===== config.mk =====
export PLATFORM = sky130hd
export DESIGN_NAME = frame_config_loader
export DESIGN_NICKNAME = d
export VERILOG_FILES = /design/src/rtl/frame_config_loader.sv
export SDC_FILE = /design/constraint.sdc
export NUM_CORES = 1
export LEC_CHECK = 0
export BUFFER_PORTS_ARGS = -buffer_cell sky130_fd_sc_hd__buf_2
export CORE_AREA = 2 2 275 277
export CTS_BUF_LIST = sky130_fd_sc_hd__clkbuf_4 sky130_fd_sc_hd__clkbuf_8 sky130_fd_sc_hd__clkbuf_16
export DETAILED_ROUTE_END_ITERATION = 6
export DIE_AREA = 0 0 277 279
export SYNTH_ARGS = -nofsm -noshare
export SYNTH_HDL_FRONTEND = slang
export SYNTH_SLANG_ARGS = --single-unit

===== constraint.sdc =====
create_clock -name CLK -period 3.8 [get_ports CLK]
set_clock_uncertainty 0.1 [all_clocks]
set_input_delay 0.76 -clock CLK [delete_from_list [all_inputs] [get_ports CLK]]
set_output_delay 0.76 -clock CLK [all_outputs]
set_load 0.03 [all_outputs]

===== src/rtl/frame_config_loader.sv =====
// Frame configuration writer: parses a 32-bit word stream into one fabric frame and fires a one-hot FrameStrobe.
// Optional macro CONFIG_CRC_EN adds a trailing XOR check word per frame that gates the strobe.
module frame_config_loader #(
   parameter int NumberOfRows    = 16,
   parameter int NumberOfCols    = 8,
   parameter int FrameBitsPerRow = 32,
   parameter int MaxFramesPerCol = 20
) (
   input  logic                                      CLK,
   input  logic                                      resetn,
   input  logic [31:0]                               WriteData,
   input  logic                                      WriteStrobe,
   output logic                                      Ready,
   output logic [FrameBitsPerRow*NumberOfRows-1:0]   FrameData,
   output logic [MaxFramesPerCol*NumberOfCols-1:0]   FrameStrobe,
   output logic                                      Busy,
   output logic                                      Error
);

   localparam int         ROW_W    = (NumberOfRows > 1) ? $clog2(NumberOfRows) : 1;
   localparam int         STROBE_W = MaxFramesPerCol * NumberOfCols;
   localparam int         SIDX_W   = (STROBE_W > 1) ? $clog2(STROBE_W) : 1;
   localparam logic [3:0] MARKER   = 4'hA;

`ifdef CONFIG_CRC_EN
   typedef enum logic [2:0] {S_IDLE, S_DATA, S_CHECK, S_STROBE, S_HOLD} state_t;
`else
   typedef enum logic [2:0] {S_IDLE, S_DATA, S_STROBE, S_HOLD} state_t;
`endif

   state_t                       state;
   state_t                       state_next;
   logic                         armed;
   logic [7:0]                   col_q;
   logic [7:0]                   frame_q;
   logic [ROW_W-1:0]             row_q;
   logic [FrameBitsPerRow-1:0]   rows [NumberOfRows];
   logic                         error_q;
   logic [STROBE_W-1:0]          strobe_q;
   logic [STROBE_W-1:0]          strobe_next;
   logic [SIDX_W-1:0]            strobe_idx;

   logic accept;
   logic hdr_valid;
   logic last_row;
   logic hdr_load;
   logic row_write;
   logic err_set;
   logic fire;

`ifdef CONFIG_CRC_EN
   logic [31:0] crc_q;
`endif

   // Ready depends only on registered state so the accept handshake has no combinational loop.
   always_comb begin
      Ready = 1'b0;
      case (state)
         S_IDLE:  Ready = armed;
         S_DATA:  Ready = 1'b1;
`ifdef CONFIG_CRC_EN
         S_CHECK: Ready = 1'b1;
`endif
         default: Ready = 1'b0;
      endcase
   end

   assign accept    = WriteStrobe && Ready;
   assign hdr_valid = (WriteData[31:28] == MARKER)
                   && (int'(WriteData[27:20]) < NumberOfCols)
                   && (int'(WriteData[19:12]) < MaxFramesPerCol);
   assign last_row  = (row_q == ROW_W'(NumberOfRows - 1));

   always_ff @(posedge CLK or negedge resetn) begin
      if (!resetn) begin
         state <= S_IDLE;
         armed <= 1'b0;
      end else begin
         state <= state_next;
         armed <= 1'b1;
      end
   end

   always_comb begin
      state_next = state;
      hdr_load   = 1'b0;
      row_write  = 1'b0;
      err_set    = 1'b0;
      fire       = 1'b0;
      case (state)
         S_IDLE: begin
            if (accept) begin
               if (hdr_valid) begin
                  hdr_load   = 1'b1;
                  state_next = S_DATA;
               end else begin
                  err_set = 1'b1;
               end
            end
         end
         S_DATA: begin
            if (accept) begin
               row_write = 1'b1;
               if (last_row) begin
`ifdef CONFIG_CRC_EN
                  state_next = S_CHECK;
`else
                  fire       = 1'b1;
                  state_next = S_STROBE;
`endif
               end
            end
         end
`ifdef CONFIG_CRC_EN
         S_CHECK: begin
            if (accept) begin
               if (WriteData == crc_q) begin
                  fire       = 1'b1;
                  state_next = S_STROBE;
               end else begin
                  err_set    = 1'b1;
                  state_next = S_IDLE;
               end
            end
         end
`endif
         S_STROBE: state_next = S_HOLD;
         S_HOLD:   state_next = S_IDLE;
         default:  state_next = S_IDLE;
      endcase
   end

   // Strobe is loaded on the edge that accepts the final word, so it is high in the following cycle only.
   always_comb begin
      strobe_idx              = SIDX_W'(int'(col_q) * MaxFramesPerCol + int'(frame_q));
      strobe_next             = '0;
      strobe_next[strobe_idx] = fire;
   end

   always_ff @(posedge CLK or negedge resetn) begin
      if (!resetn) begin
         col_q    <= '0;
         frame_q  <= '0;
         row_q    <= '0;
         error_q  <= 1'b0;
         strobe_q <= '0;
         for (int r = 0; r < NumberOfRows; r++) begin
            rows[r] <= '0;
         end
      end else begin
         strobe_q <= strobe_next;
         if (err_set) begin
            error_q <= 1'b1;
         end
         if (hdr_load) begin
            col_q   <= WriteData[27:20];
            frame_q <= WriteData[19:12];
            row_q   <= '0;
         end else if (row_write) begin
            rows[row_q] <= WriteData[FrameBitsPerRow-1:0];
            if (!last_row) begin
               row_q <= row_q + ROW_W'(1);
            end
         end
      end
   end

`ifdef CONFIG_CRC_EN
   // Running XOR of the header and every data word of the frame being assembled.
   always_ff @(posedge CLK or negedge resetn) begin
      if (!resetn) begin
         crc_q <= '0;
      end else if (hdr_load) begin
         crc_q <= WriteData;
      end else if (row_write) begin
         crc_q <= crc_q ^ WriteData;
      end
   end
`endif

   for (genvar r = 0; r < NumberOfRows; r++) begin : g_rows
      assign FrameData[r*FrameBitsPerRow +: FrameBitsPerRow] = rows[r];
   end

   assign FrameStrobe = strobe_q;
   assign Busy        = (state != S_IDLE);
   assign Error       = error_q;

endmodule


* After elaboration in Yosys (flattened, before gate mapping) *
Cells that the tools add are included.

storage, ports and cells
  register bits = 697
  input port bits = 35
  output and inout bits = 675

cells by class
  $add $sub $neg = 2
  $mul = 1
  order comparisons = 6
  eq/ne operators = 9
  muxes and demuxes = 25
  bitwise operators = 3
  reduce and logical (&&, ||, !) cells = 11

operators by type and width
  cell                                                         count
  bitwise mux 512 bit                                          1
  bitwise AND 160 bit                                          1
  demux 32 bit (select 4 bit)                                  1
  2-to-1 mux 32 bit                                            1
  2-to-1 mux 1 bit                                             12
  2-to-1 mux 3 bit                                             4
  2-to-1 mux 4 bit                                             3
  less-than comparator 8 x 9 -> 1 bit (second input constant)  1
  case mux 3 bit (3 select lines)                              1
  adder 8 bit                                                  1
  demux 1 bit (select 8 bit)                                   1
  == test 4 bit (second input constant)                        2
  >= comparator 8 x 1 -> 1 bit (second input constant)         1
  less-than comparator 8 x 4 -> 1 bit (second input constant)  1
  less-than comparator 8 x 5 -> 1 bit (second input constant)  1
  multiplier 8 x 3 -> 6 bit (second input constant)            1
  inequality test 2 bit (second input constant)                4
  >= comparator 5 bit (second input constant)                  1
  logical AND 1 bit                                            5
  less-than comparator 5 x 1 -> 1 bit (second input constant)  1
  NOT 4 -> 5 bit                                               1
  adder 4 x 1 -> 4 bit (second input constant)                 1
  AND reduction 2 bit                                          2
  AND reduction 4 bit                                          1
  8 further kinds                                              8

* Logic depth before layout (Yosys ltp) *
Gate-level depths: netlist of run 1.

  depth after elaboration = 8
  gate-level depth with buffers = 12

* Worst setup path before layout of run 1 *
Ideal clock, no wire load.

  path type = register -> register
  start point = reg col_q[1]
  end point = reg strobe_q[15] (netlist: FrameStrobe[15])
  library setup time = 0.139 ns
  arrival = 2.839 ns
  path slack = 0.722 ns
  stages on the path, launching flop included = 11
  clock period less this slack = 3.078 ns
  cells stage by stage = dfrtp_1 ha_1 ha_1 inv_1 fa_1 xnor3_2 xnor2_4 mux2_2 a221oi_4 buf_6 nor3_1

on the way
  word-level cells in the longest chain between the ends = 7
  elaborated cells on any way between the ends = 8

ends and longest elaborated chain
  element                                                                                                    line  text
  start: declaration                                                                                         34    logic [7:0] col_q;
  start signal: assignment                                                                                   156   col_q <= WriteData[27:20];
  multiplier 8 x 3 -> 6 bit *                                                                                135   strobe_idx = SIDX_W'(int'(col_q) * MaxFramesPerCol + int'(frame_q));
  adder 8 bit *                                                                                              135
  less-than comparator 8 x 9 -> 1 bit (implied by the code) or >= comparator 8 x 1 -> 1 bit (tied branches)  137   strobe_next[strobe_idx] = fire;
  logical AND 1 bit (implied by the code)                                                                    137
  2-to-1 mux 1 bit (implied by the code)                                                                     137
  demux 1 bit (select 8 bit) *                                                                               137
  bitwise AND 160 bit (no source line) *                                                                     n/a
  via strobe_next[15]                                                                                        40    logic [STROBE_W-1:0] strobe_next;
  end signal: assignment                                                                                     151   strobe_q <= strobe_next;
  end: declaration                                                                                           39    logic [STROBE_W-1:0] strobe_q;

The timed path passes the listed nets; every way through them passes the cells marked *.
A chain may end at the register's enable or synchronous reset.

* Worst setup path after layout of run 1 *
  start point = reg col_q[1]
  end point = reg strobe_q[45] (netlist: FrameStrobe[45])

The elaborated chain is that of the path after synthesis.

==> results.sh, run 1 <==
export IMPL_worst_r2r_startpoint="col_q[1]"
export IMPL_synth_mux_area_fraction_pct=22.8
export IMPL_timing_slew_headroom_pct=46.3
export IMPL_synth_fa_ha_area_share_pct=0.980
export IMPL_number_of_antenna_violations_at_the_first_check_in_global_routing=5
export IMPL_dr_total_vias=16800
export IMPL_clock_sinks=694
export IMPL_clk_pin_slew_ns=0.06
export IMPL_max_vdd_ir_drop_uv=559
export IMPL_drt_wirelength_per_cell_um=23.9
export IMPL_clock_path_buffers=3
export IMPL_clock_tree_root_cell="sky130_fd_sc_hd__clkbuf_16"
export IMPL_synth_compound_gate_area_share_pct=0.723
export IMPL_grt_pass1_wl_mm=120
export IMPL_die_y_um=279
export IMPL_gp_congestion=0.816
export IMPL_setup_tns_ns=0
export IMPL_layout_cell_area_excl_fill_um2=33500
export IMPL_cp_max_fo=64
export IMPL_timing_hold_worst_class="in2async"
export IMPL_drt_iter0_drc=1059
export IMPL_detail_route_drc_violations=0
export IMPL_hpwl_mm=57.4
export IMPL_net_count_after_synthesis=1718
export IMPL_synth_top_family_by_area="multiplexers"
export IMPL_worstSetupStartpointType="flip-flop"
export IMPL_r2r_cells=10
export IMPL_ff_latch_area_um2=17400
export IMPL_cts_resized_gates=0
export IMPL_crit_arrival_ns=3.61
export IMPL_cap_viol_max_count=0
export IMPL_grt_overflow_total=0
export IMPL_layoutNonFillerInstCount=3427
export IMPL_worst_flop_to_flop_path_endpoint="FrameStrobe[45]"
export IMPL_final_antenna_violating_net_count=0
export IMPL_ff2ff_setup_slack_ns=0.55
export IMPL_area_delta_synth_final_pct=30.1
export IMPL_first_global_vias=17800
export IMPL_buffer_ports_inserted=709
export IMPL_postSynth_topFlopCell="sky130_fd_sc_hd__dfrtp_1"
export IMPL_critPathCapture="FrameStrobe[45]"
export IMPL_postCtsSetupRepairBufs=0
export IMPL_synth_seq_cells=694
export IMPL_clkLatencyLatePin_ns=0.62
export IMPL_multiInputGateArea_um2=7800
export IMPL_timing_setup_critical_path_class="reg2reg"
export IMPL_run_status="finished clean"
export IMPL_post_cts_hold_buffer_count=0
export IMPL_totalPowerFinal_mw=29.3
export IMPL_most_frequent_standard_cell_in_the_layout_excluding_fill_and_tap_cells="sky130_fd_sc_hd__buf_2"
export IMPL_p_leak_nw=18.1
export IMPL_layout_drive_gt1_share_pct=59.9
export IMPL_die_span_in_x_um=277
export IMPL_synth_async_reset_ratio_pct=100
export IMPL_grt_max_degree=76
export IMPL_xor_xnor_cell_area_share_of_the_yosys_netlist_pct=0.466
export IMPL_finalSetupViolations=0
export IMPL_route_detailed_vias_per_inst=4.90
export IMPL_final_max_slew_violation_count=0
export IMPL_post_synth_and_or_nand_nor_area_fraction_pct=5.01
export IMPL_max_slew_worst_pin_slew_ns=0.803
export IMPL_synth_enable_flop_cells=0
export IMPL_placedCellCount=3288
export IMPL_synth_cells=1664
export IMPL_synth_sequential_area_ratio_pct=67.3
export IMPL_fill_cells=6655
export IMPL_endpoint_kind="flip-flop"
export IMPL_ios=710
export IMPL_finalWorstPathRequiredPeriod_ns=3.25
export IMPL_pwr_density_cell_nw_per_um2=872
export IMPL_netlist_area_um2=25800
export IMPL_post_route_period_util_pct=85.6
export IMPL_postRouteWirelength_mm=81.8
export IMPL_initial_core_util_pct=34.8
export IMPL_final_net_count=2450
export IMPL_timing_critical_path_required_ns=4.16
export IMPL_groute_usage_overall_pct=20.9
export IMPL_place_area_um2=30900
export IMPL_number_of_rows_created_at_floorplan=100
export IMPL_timing_hold_violations_final=0
export IMPL_cts_buffers_inserted=75
export IMPL_die_area_um2=77300
export IMPL_core_region_area_um2=74100
export IMPL_rsz0062_at_grt="no"
export IMPL_max_freq_mhz=307
export IMPL_final_cell_mix="708 x sky130_fd_sc_hd__buf_2, 694 x sky130_fd_sc_hd__dfrtp_1, 515 x sky130_fd_sc_hd__mux2_2, 156 x sky130_fd_sc_hd__nor3_1, 76 x sky130_fd_sc_hd__clkbuf_16"
export IMPL_yosys_cell_types_count=50
export IMPL_ys_warn_count=0
export IMPL_firstDrtPassIters=5
export IMPL_synth_avg_cell_area_um2=15.5
export IMPL_worst_setup_path_startpoint="col_q[1]"
export IMPL_cts_htree_levels=3
export IMPL_tritoncts="built"
[registers in the layout, indices dropped and copies added (netlist names)]
| name | flops |
|---|---|
| FrameData | 512 |
| FrameStrobe | 160 |
| frame_q | 8 |
| col_q | 6 |
| row_q | 4 |
| state | 2 |
| Error | 1 |
| armed | 1 |
[power breakdown]
part / switching, mW / internal (mW) / leakage (nW) / total, mW
Sequential: 1.22 / 9.73 / 9.32 / 11.0
Clock: 3.07 / 4.51 / 1.31 / 7.58
Combinational: 7.32 / 3.41 / 7.51 / 10.7
[worst min-delay path by stage]
| stage | end | depth (start not counted) |
|---|---|---|
| 5_1_grt | FrameStrobe[12] | 1 |
| 3_3_place_gp | Error | 1 |
| 6_report | FrameStrobe[12] | 1 |
| 3_5_place_dp | Error | 1 |
| 2_1_floorplan | Error | 0 |
| 4_1_cts | FrameStrobe[12] | 1 |
[cell type report]
class / count / area share [%]
repair buffers: 785 / 13.3
well taps: 969 / 3.61
multi-input cells: 819 / 23.2
clock buffers: 111 / 6.84
diodes: 4 / 0.0298
inverters: 21 / 0.235
flip-flops and latches: 694 / 51.8
clock inverters: 24 / 0.936
[stage by stage]
step                      setup WS (ns)  hold slack (ns)  utilization, %
after floorplan                   0.722            0.364               -
after global placement            0.390            0.350            41.7
after detailed placement          0.443            0.351            41.7
after CTS                         0.534           0.0585            45.3
after global routing              0.375           0.0870            45.3
final                             0.547           0.0767            45.3
[critical path, cell delays in order, from the launching register on]
cell and delay, ns:
sky130_fd_sc_hd__dfrtp_1 0.40, sky130_fd_sc_hd__ha_1 0.29, sky130_fd_sc_hd__ha_1 0.14, sky130_fd_sc_hd__inv_1 0.05, sky130_fd_sc_hd__fa_1 0.37, sky130_fd_sc_hd__xnor3_2 0.28, sky130_fd_sc_hd__xnor2_4 0.30, sky130_fd_sc_hd__mux2_2 0.40
sky130_fd_sc_hd__a221oi_4 0.29, sky130_fd_sc_hd__buf_12 0.32, sky130_fd_sc_hd__nor3_1 0.11
[cell usage after synthesis (all sizes together) (3+ instances only)]
master	instances	area, um2
o21ai	6	30.0
mux2	521	5870
nand4	3	18.8
nor2b	7	43.8
a21oi	3	15.0
nor3	162	841
ha	17	213
xnor2	6	78.8
nand3	18	90.1
dfrtp	694	17400
or3	3	18.8
buf	68	377
clkbuf	62	233
or2	5	31.3
nand2	15	56.3
and3	5	31.3
nand3b	4	30.0
inv	21	78.8
nor2	11	41.3
[logic make-up (layout without fill, tap and decap cells)]
family,after synthesis,in the layout
DFF,694,694
AOI/OAI and AO/OA,23,23
and+or+nand+nor,245,245
xor gates and xnor gates,9,9
other,1,5
adders and majority gates,19,19
buffers and inverters,151,941
muxes,522,522
[per-layer routing]
layer / vias up / routed length (um) / global-route usage [%]
li1: 7276 / - / -
met1: 8656 / 32400 / 25.3
met2: 665 / 40200 / 34.8
met3: 182 / 5450 / 5.30
met4: 2 / 3740 / 10.3
met5: - / 13 / 0
No activity file was read; power rests on OpenSTA's default activity.
==> inputs of run 2 (changes only) <==
--- a/config.mk
+++ b/config.mk
@@ -5,11 +5,12 @@
 export SDC_FILE = /design/constraint.sdc
 export NUM_CORES = 1
 export LEC_CHECK = 0
+export ABC_AREA = 0
 export BUFFER_PORTS_ARGS = -buffer_cell sky130_fd_sc_hd__buf_2
-export CORE_AREA = 2 2 275 277
+export CORE_AREA = 2 2 277 279
 export CTS_BUF_LIST = sky130_fd_sc_hd__clkbuf_4 sky130_fd_sc_hd__clkbuf_8 sky130_fd_sc_hd__clkbuf_16
 export DETAILED_ROUTE_END_ITERATION = 6
-export DIE_AREA = 0 0 277 279
+export DIE_AREA = 0 0 279 281
 export SYNTH_ARGS = -nofsm -noshare
 export SYNTH_HDL_FRONTEND = slang
 export SYNTH_SLANG_ARGS = --single-unit
==> results.sh, run 2 (synthesized netlist as in run 1, its figures left out) <==
export IMPL_first_global_vias=17900
export IMPL_clkLatencyLatePin_ns=0.60
export IMPL_number_of_antenna_violations_at_the_first_check_in_global_routing=7
export IMPL_max_slew_worst_pin_slew_ns=0.790
export IMPL_setup_tns_ns=0
export IMPL_p_leak_nw=18.2
export IMPL_most_frequent_standard_cell_in_the_layout_excluding_fill_and_tap_cells="sky130_fd_sc_hd__buf_2"
export IMPL_endpoint_kind="flip-flop"
export IMPL_post_cts_hold_buffer_count=0
export IMPL_clock_power_share_pct=27.6
export IMPL_cts_htree_levels=3
export IMPL_die_y_um=281
export IMPL_layout_drive_gt1_share_pct=59.9
export IMPL_run_status="finished clean"
export IMPL_worstSetupStartpointType="flip-flop"
export IMPL_timing_hold_violations_final=0
export IMPL_drt_iter0_drc=815
export IMPL_power_frac_comb_pct=35.8
export IMPL_clk_pin_slew_ns=0.06
export IMPL_cts_resized_gates=0
export IMPL_postCtsSetupRepairBufs=0
export IMPL_grt_overflow_total=0
export IMPL_route_detailed_vias_per_inst=4.90
export IMPL_timing_critical_path_slowest_cell_delay_ns=0.40
export IMPL_power_switching_fraction_pct=38.8
export IMPL_final_max_slew_violation_count=0
export IMPL_detail_route_drc_violations=0
export IMPL_area_delta_synth_final_pct=31.0
export IMPL_max_vdd_ir_drop_uv=611
export IMPL_crit_arrival_ns=3.60
export IMPL_net_switching_mw=11.6
export IMPL_groute_usage_overall_pct=20.7
export IMPL_pwr_density_cell_nw_per_um2=885
export IMPL_path_cells="ha_1 > ha_1 > inv_1 > fa_1 > xnor3_2 > xnor2_4 > mux2_2 > a221oi_4 > buf_12 > nor3_1"
export IMPL_cellInternalPower_mw=18.3
export IMPL_worst_flop_to_flop_path_endpoint="FrameStrobe[9]"
export IMPL_buffer_ports_inserted=709
export IMPL_final_antenna_violating_net_count=0
export IMPL_number_of_rows_created_at_floorplan=101
export IMPL_clock_tree_root_cell="sky130_fd_sc_hd__clkbuf_16"
export IMPL_hpwl_mm=57.8
export IMPL_clock_sinks=694
export IMPL_max_freq_mhz=309
export IMPL_gp_congestion=0.821
export IMPL_grt_pass1_wl_mm=121
export IMPL_postRouteWirelength_mm=82.5
export IMPL_rsz0062_at_grt="no"
export IMPL_grt_max_degree=91
export IMPL_dr_total_vias=16800
export IMPL_timing_slew_headroom_pct=46.8
export IMPL_firstDrtPassIters=5
export IMPL_timing_hold_worst_class="in2async"
export IMPL_sequentialPowerShare_pct=36.5
export IMPL_die_area_um2=78400
export IMPL_cts_buffers_inserted=75
export IMPL_drt_wirelength_per_cell_um=24.0
export IMPL_r2r_cells=10
export IMPL_largest_reg_flops=512
export IMPL_timing_critical_path_required_ns=4.16
export IMPL_ff2ff_setup_slack_ns=0.56
export IMPL_cpMaxStageDelayCell="sky130_fd_sc_hd__dfrtp_1"
export IMPL_crit_top_cell="sky130_fd_sc_hd__ha_1"
export IMPL_die_span_in_x_um=279
export IMPL_post_route_period_util_pct=85.2
export IMPL_finalSetupViolations=0
export IMPL_worst_r2r_startpoint="col_q[1]"
export IMPL_finalWorstPathRequiredPeriod_ns=3.24
export IMPL_core_region_area_um2=75400
export IMPL_preCtsSetupSlack_ns=0.192
export IMPL_cap_viol_max_count=0
export IMPL_final_cell_mix="708 x sky130_fd_sc_hd__buf_2, 694 x sky130_fd_sc_hd__dfrtp_1, 515 x sky130_fd_sc_hd__mux2_2, 156 x sky130_fd_sc_hd__nor3_1, 77 x sky130_fd_sc_hd__clkbuf_16"
export IMPL_clock_path_buffers=3
export IMPL_final_net_count=2449
export IMPL_tritoncts="built"
export IMPL_ios=710
export IMPL_timing_setup_critical_path_class="reg2reg"
export IMPL_fin_ws_ns=0.561
export IMPL_cp_max_fo=64
export IMPL_initial_core_util_pct=34.2
[run 2: cell count changes in the layout (fill, tap and decap cells not counted), sizes merged]
cell	previous run	this run
inv	28	26
diode	4	2
clkbuf	111	106
clkinv	12	10
bufinv	4	14
buf	785	784
clkinvlp	1	3
[run 2: cell type report]
class	instances	area (um2)
flip-flops and latches	694	17400
clock buffers	106	2260
fillers	6786	41700
multi-input cells	819	7800
well taps	978	1220
diodes	2	5.00
inverters	21	78.8
clock inverters	32	578
repair buffers	784	4470
[run 2: worst max-delay path by stage]
stage,startpoint,end,slack (ns)
finish,col_q[1],FrameStrobe[9],0.56
global route,col_q[1],FrameStrobe[159],0.43
CTS,col_q[1],FrameStrobe[6],0.58
detailed placement,WriteData[18],FrameData[467],0.19
global placement,WriteData[23],FrameData[467],0.14
floorplan,col_q[1],FrameStrobe[15],0.72
[run 2: power groups by stage]
stage / clock network, mW / logic [mW] / registers (mW)
after floorplan: 0 / 2.30 / 15.6
after global placement: 0 / 10.7 / 10.9
after detailed placement: 0 / 10.9 / 11.0
after CTS: 8.41 / 10.9 / 10.9
after global routing: 8.72 / 11.2 / 11.2
final: 8.25 / 10.7 / 10.9
[run 2: worst max-delay path: cells and delay by family, from the launching register on]
family	cells	cell delay (ns)
compound gates	1	0.29
xor+xnor	2	0.59
fa+ha+maj	3	0.80
buf+inv	2	0.37
flops	1	0.40
mux	1	0.40
simple gates	1	0.11
[run 2: routing by layer]
metal	track usage, %	vias to the layer above	wire, um
met2	35.7	594	41600
met3	5.25	157	5330
li1	-	7275	-
met1	24.8	8798	32600
met4	8.45	2	2980
met5	0	-	13
[run 2: per-stage QoR]
stage / hold slack, ns / cell area (um2) / instances / total power, mW / util [%]
after CTS: 0.0195 / 33800 / 3434 / 30.2 / 44.8
after floorplan: 0.364 / 25800 / 1664 / 17.9 / -
after detailed placement: 0.352 / 30900 / 3296 / 21.9 / 41.0
after global placement: 0.348 / 30900 / 3296 / 21.6 / 41.0
after global routing: 0.0592 / 33800 / 3434 / 31.2 / 44.8
final: 0.0397 / 33800 / 3436 / 29.9 / 44.8
==> inputs of run 3 (changes only) <==
--- a/config.mk
+++ b/config.mk
@@ -8,7 +8,6 @@
 export ABC_AREA = 0
 export BUFFER_PORTS_ARGS = -buffer_cell sky130_fd_sc_hd__buf_2
 export CORE_AREA = 2 2 277 279
-export CTS_BUF_LIST = sky130_fd_sc_hd__clkbuf_4 sky130_fd_sc_hd__clkbuf_8 sky130_fd_sc_hd__clkbuf_16
 export DETAILED_ROUTE_END_ITERATION = 6
 export DIE_AREA = 0 0 279 281
 export SYNTH_ARGS = -nofsm -noshare
==> results.sh, run 3 (synthesized netlist as in run 1, its figures left out) <==
export IMPL_largest_reg_flops=512
export IMPL_placedCellCount=3296
export IMPL_timing_hold_violations_final=0
export IMPL_cts_buffers_inserted=75
export IMPL_postRouteWirelength_mm=82.5
export IMPL_cap_viol_max_count=0
export IMPL_path_cells="ha_1 > ha_1 > inv_1 > fa_1 > xnor3_2 > xnor2_4 > mux2_2 > a221oi_4 > buf_12 > nor3_1"
export IMPL_power_switching_fraction_pct=38.9
export IMPL_endpoint_kind="flip-flop"
export IMPL_grt_max_degree=91
export IMPL_final_antenna_violating_net_count=0
export IMPL_finalSetupViolations=0
export IMPL_timing_hold_worst_class="in2async"
export IMPL_cellInternalPower_mw=18.2
export IMPL_timing_critical_path_required_ns=4.16
export IMPL_crit_arrival_ns=3.59
export IMPL_net_switching_mw=11.6
export IMPL_clkLatencyLatePin_ns=0.60
export IMPL_drt_iter0_drc=854
export IMPL_post_route_period_util_pct=85.0
export IMPL_cpLargestDelayFamily="adder cells"
export IMPL_number_of_rows_created_at_floorplan=101
export IMPL_buffer_ports_inserted=709
export IMPL_clock_sinks=694
export IMPL_area_delta_synth_final_pct=30.9
export IMPL_timing_setup_critical_path_class="reg2reg"
export IMPL_final_net_count=2449
export IMPL_first_global_vias=17900
export IMPL_firstDrtPassIters=6
export IMPL_most_frequent_standard_cell_in_the_layout_excluding_fill_and_tap_cells="sky130_fd_sc_hd__buf_2"
export IMPL_ff2ff_setup_slack_ns=0.57
export IMPL_timing_slew_headroom_pct=44.2
export IMPL_worstSetupStartpointType="flip-flop"
export IMPL_run_status="finished clean"
export IMPL_sequentialPowerShare_pct=36.6
export IMPL_worst_flop_to_flop_path_endpoint="FrameStrobe[9]"
export IMPL_pwr_density_cell_nw_per_um2=884
export IMPL_max_slew_worst_pin_slew_ns=0.829
export IMPL_cp_max_fo=64
export IMPL_cts_htree_levels=3
export IMPL_die_y_um=281
export IMPL_power_frac_comb_pct=35.9
export IMPL_finalWorstPathRequiredPeriod_ns=3.23
export IMPL_clk_pin_slew_ns=0.06
export IMPL_post_cts_hold_buffer_count=0
export IMPL_rsz0062_at_grt="no"
export IMPL_max_freq_mhz=310
export IMPL_layout_drive_gt1_share_pct=59.5
export IMPL_ios=710
export IMPL_clock_power_share_pct=27.4
export IMPL_core_region_area_um2=75400
export IMPL_number_of_antenna_violations_at_the_first_check_in_global_routing=7
export IMPL_final_max_slew_violation_count=0
export IMPL_drt_wirelength_per_cell_um=24.0
export IMPL_route_detailed_vias_per_inst=4.89
export IMPL_grt_overflow_total=0
export IMPL_gp_congestion=0.821
export IMPL_setup_tns_ns=0
export IMPL_initial_core_util_pct=34.2
export IMPL_groute_usage_overall_pct=20.7
export IMPL_postCtsSetupRepairBufs=0
export IMPL_final_cell_mix="708 x sky130_fd_sc_hd__buf_2, 694 x sky130_fd_sc_hd__dfrtp_1, 515 x sky130_fd_sc_hd__mux2_2, 156 x sky130_fd_sc_hd__nor3_1, 77 x sky130_fd_sc_hd__clkbuf_16"
export IMPL_die_span_in_x_um=279
export IMPL_crit_top_cell="sky130_fd_sc_hd__ha_1"
export IMPL_timing_critical_path_buf_inv=2
export IMPL_tritoncts="built"
export IMPL_grt_pass1_wl_mm=121
export IMPL_cpMaxStageDelayCell="sky130_fd_sc_hd__dfrtp_1"
export IMPL_p_leak_nw=18.2
export IMPL_clock_tree_root_cell="sky130_fd_sc_hd__clkbuf_16"
export IMPL_r2r_cells=10
export IMPL_clock_path_buffers=3
export IMPL_cts_resized_gates=0
export IMPL_worst_r2r_startpoint="col_q[1]"
export IMPL_detail_route_drc_violations=0
export IMPL_layoutNonFillerInstCount=3436
export IMPL_die_area_um2=78400
export IMPL_hpwl_mm=57.8
export IMPL_dr_total_vias=16800
export IMPL_max_vdd_ir_drop_uv=598
export IMPL_timing_critical_path_slowest_cell_delay_ns=0.40
-- run 3: routing by layer --
metal  share of wire (%)  track usage [%]  vias up
li1                    -                -     7272
met1                  39             24.8     8766
met2                  51             35.7      618
met3                 6.8             5.26      149
met4                 3.6             8.45        2
met5               0.016                0        -
-- run 3: power groups by stage --
stage | Sequential [mW] | Clock (mW) | Combinational [mW]
4_1_cts | 10.9 | 8.34 | 10.9
2_1_floorplan | 15.6 | 0 | 2.30
3_5_place_dp | 11.0 | 0 | 10.9
5_1_grt | 11.2 | 8.65 | 11.2
6_report | 10.9 | 8.18 | 10.7
3_3_place_gp | 10.9 | 0 | 10.7
-- run 3: worst max-delay path by stage --
| stage | end | cells after the start | slack [ns] | startpoint |
|---|---|---|---|---|
| 6_report | FrameStrobe[9] | 10 | 0.57 | col_q[1] |
| 5_1_grt | FrameStrobe[159] | 11 | 0.43 | col_q[1] |
| 4_1_cts | FrameStrobe[6] | 10 | 0.58 | col_q[1] |
| 3_5_place_dp | FrameData[467] | 8 | 0.19 | WriteData[18] |
| 3_3_place_gp | FrameData[467] | 8 | 0.14 | WriteData[23] |
| 2_1_floorplan | FrameStrobe[15] | 10 | 0.72 | col_q[1] |
-- run 3: final cells by class --
class                   instances  area (um2)
multi-input cells             819        7800
flip-flops and latches        694       17400
diodes                          2        5.00
clock buffers                 106        2230
fillers                      6794       41700
inverters                      21        78.8
clock inverters                32         578
well taps                     978        1220
repair buffers                784        4470
-- run 3: worst reg2reg max path: cells and delay by family, from the launching register on --
family	cells	cell delay (ns)
adder cells (fa/ha/maj)	3	0.80
XOR/XNOR	2	0.59
flip-flops	1	0.40
multiplexers	1	0.40
buffers and inverters	2	0.37
AO/OA/AOI/OAI	1	0.29
AND/OR/NAND/NOR	1	0.14
-- run 3: per-stage QoR --
stage                     hold WS, ns  util, %  cell area [um2]  worst slack [ns]  power, mW
after detailed placement        0.352     41.0            30900             0.192       21.9
after CTS                      0.0195     44.7            33700             0.576       30.1
final                          0.0396     44.7            33700             0.572       29.8
after global routing           0.0592     44.7            33700             0.433       31.1
after global placement          0.348     41.0            30900             0.144       21.6
after floorplan                 0.364        -            25800             0.722       17.9
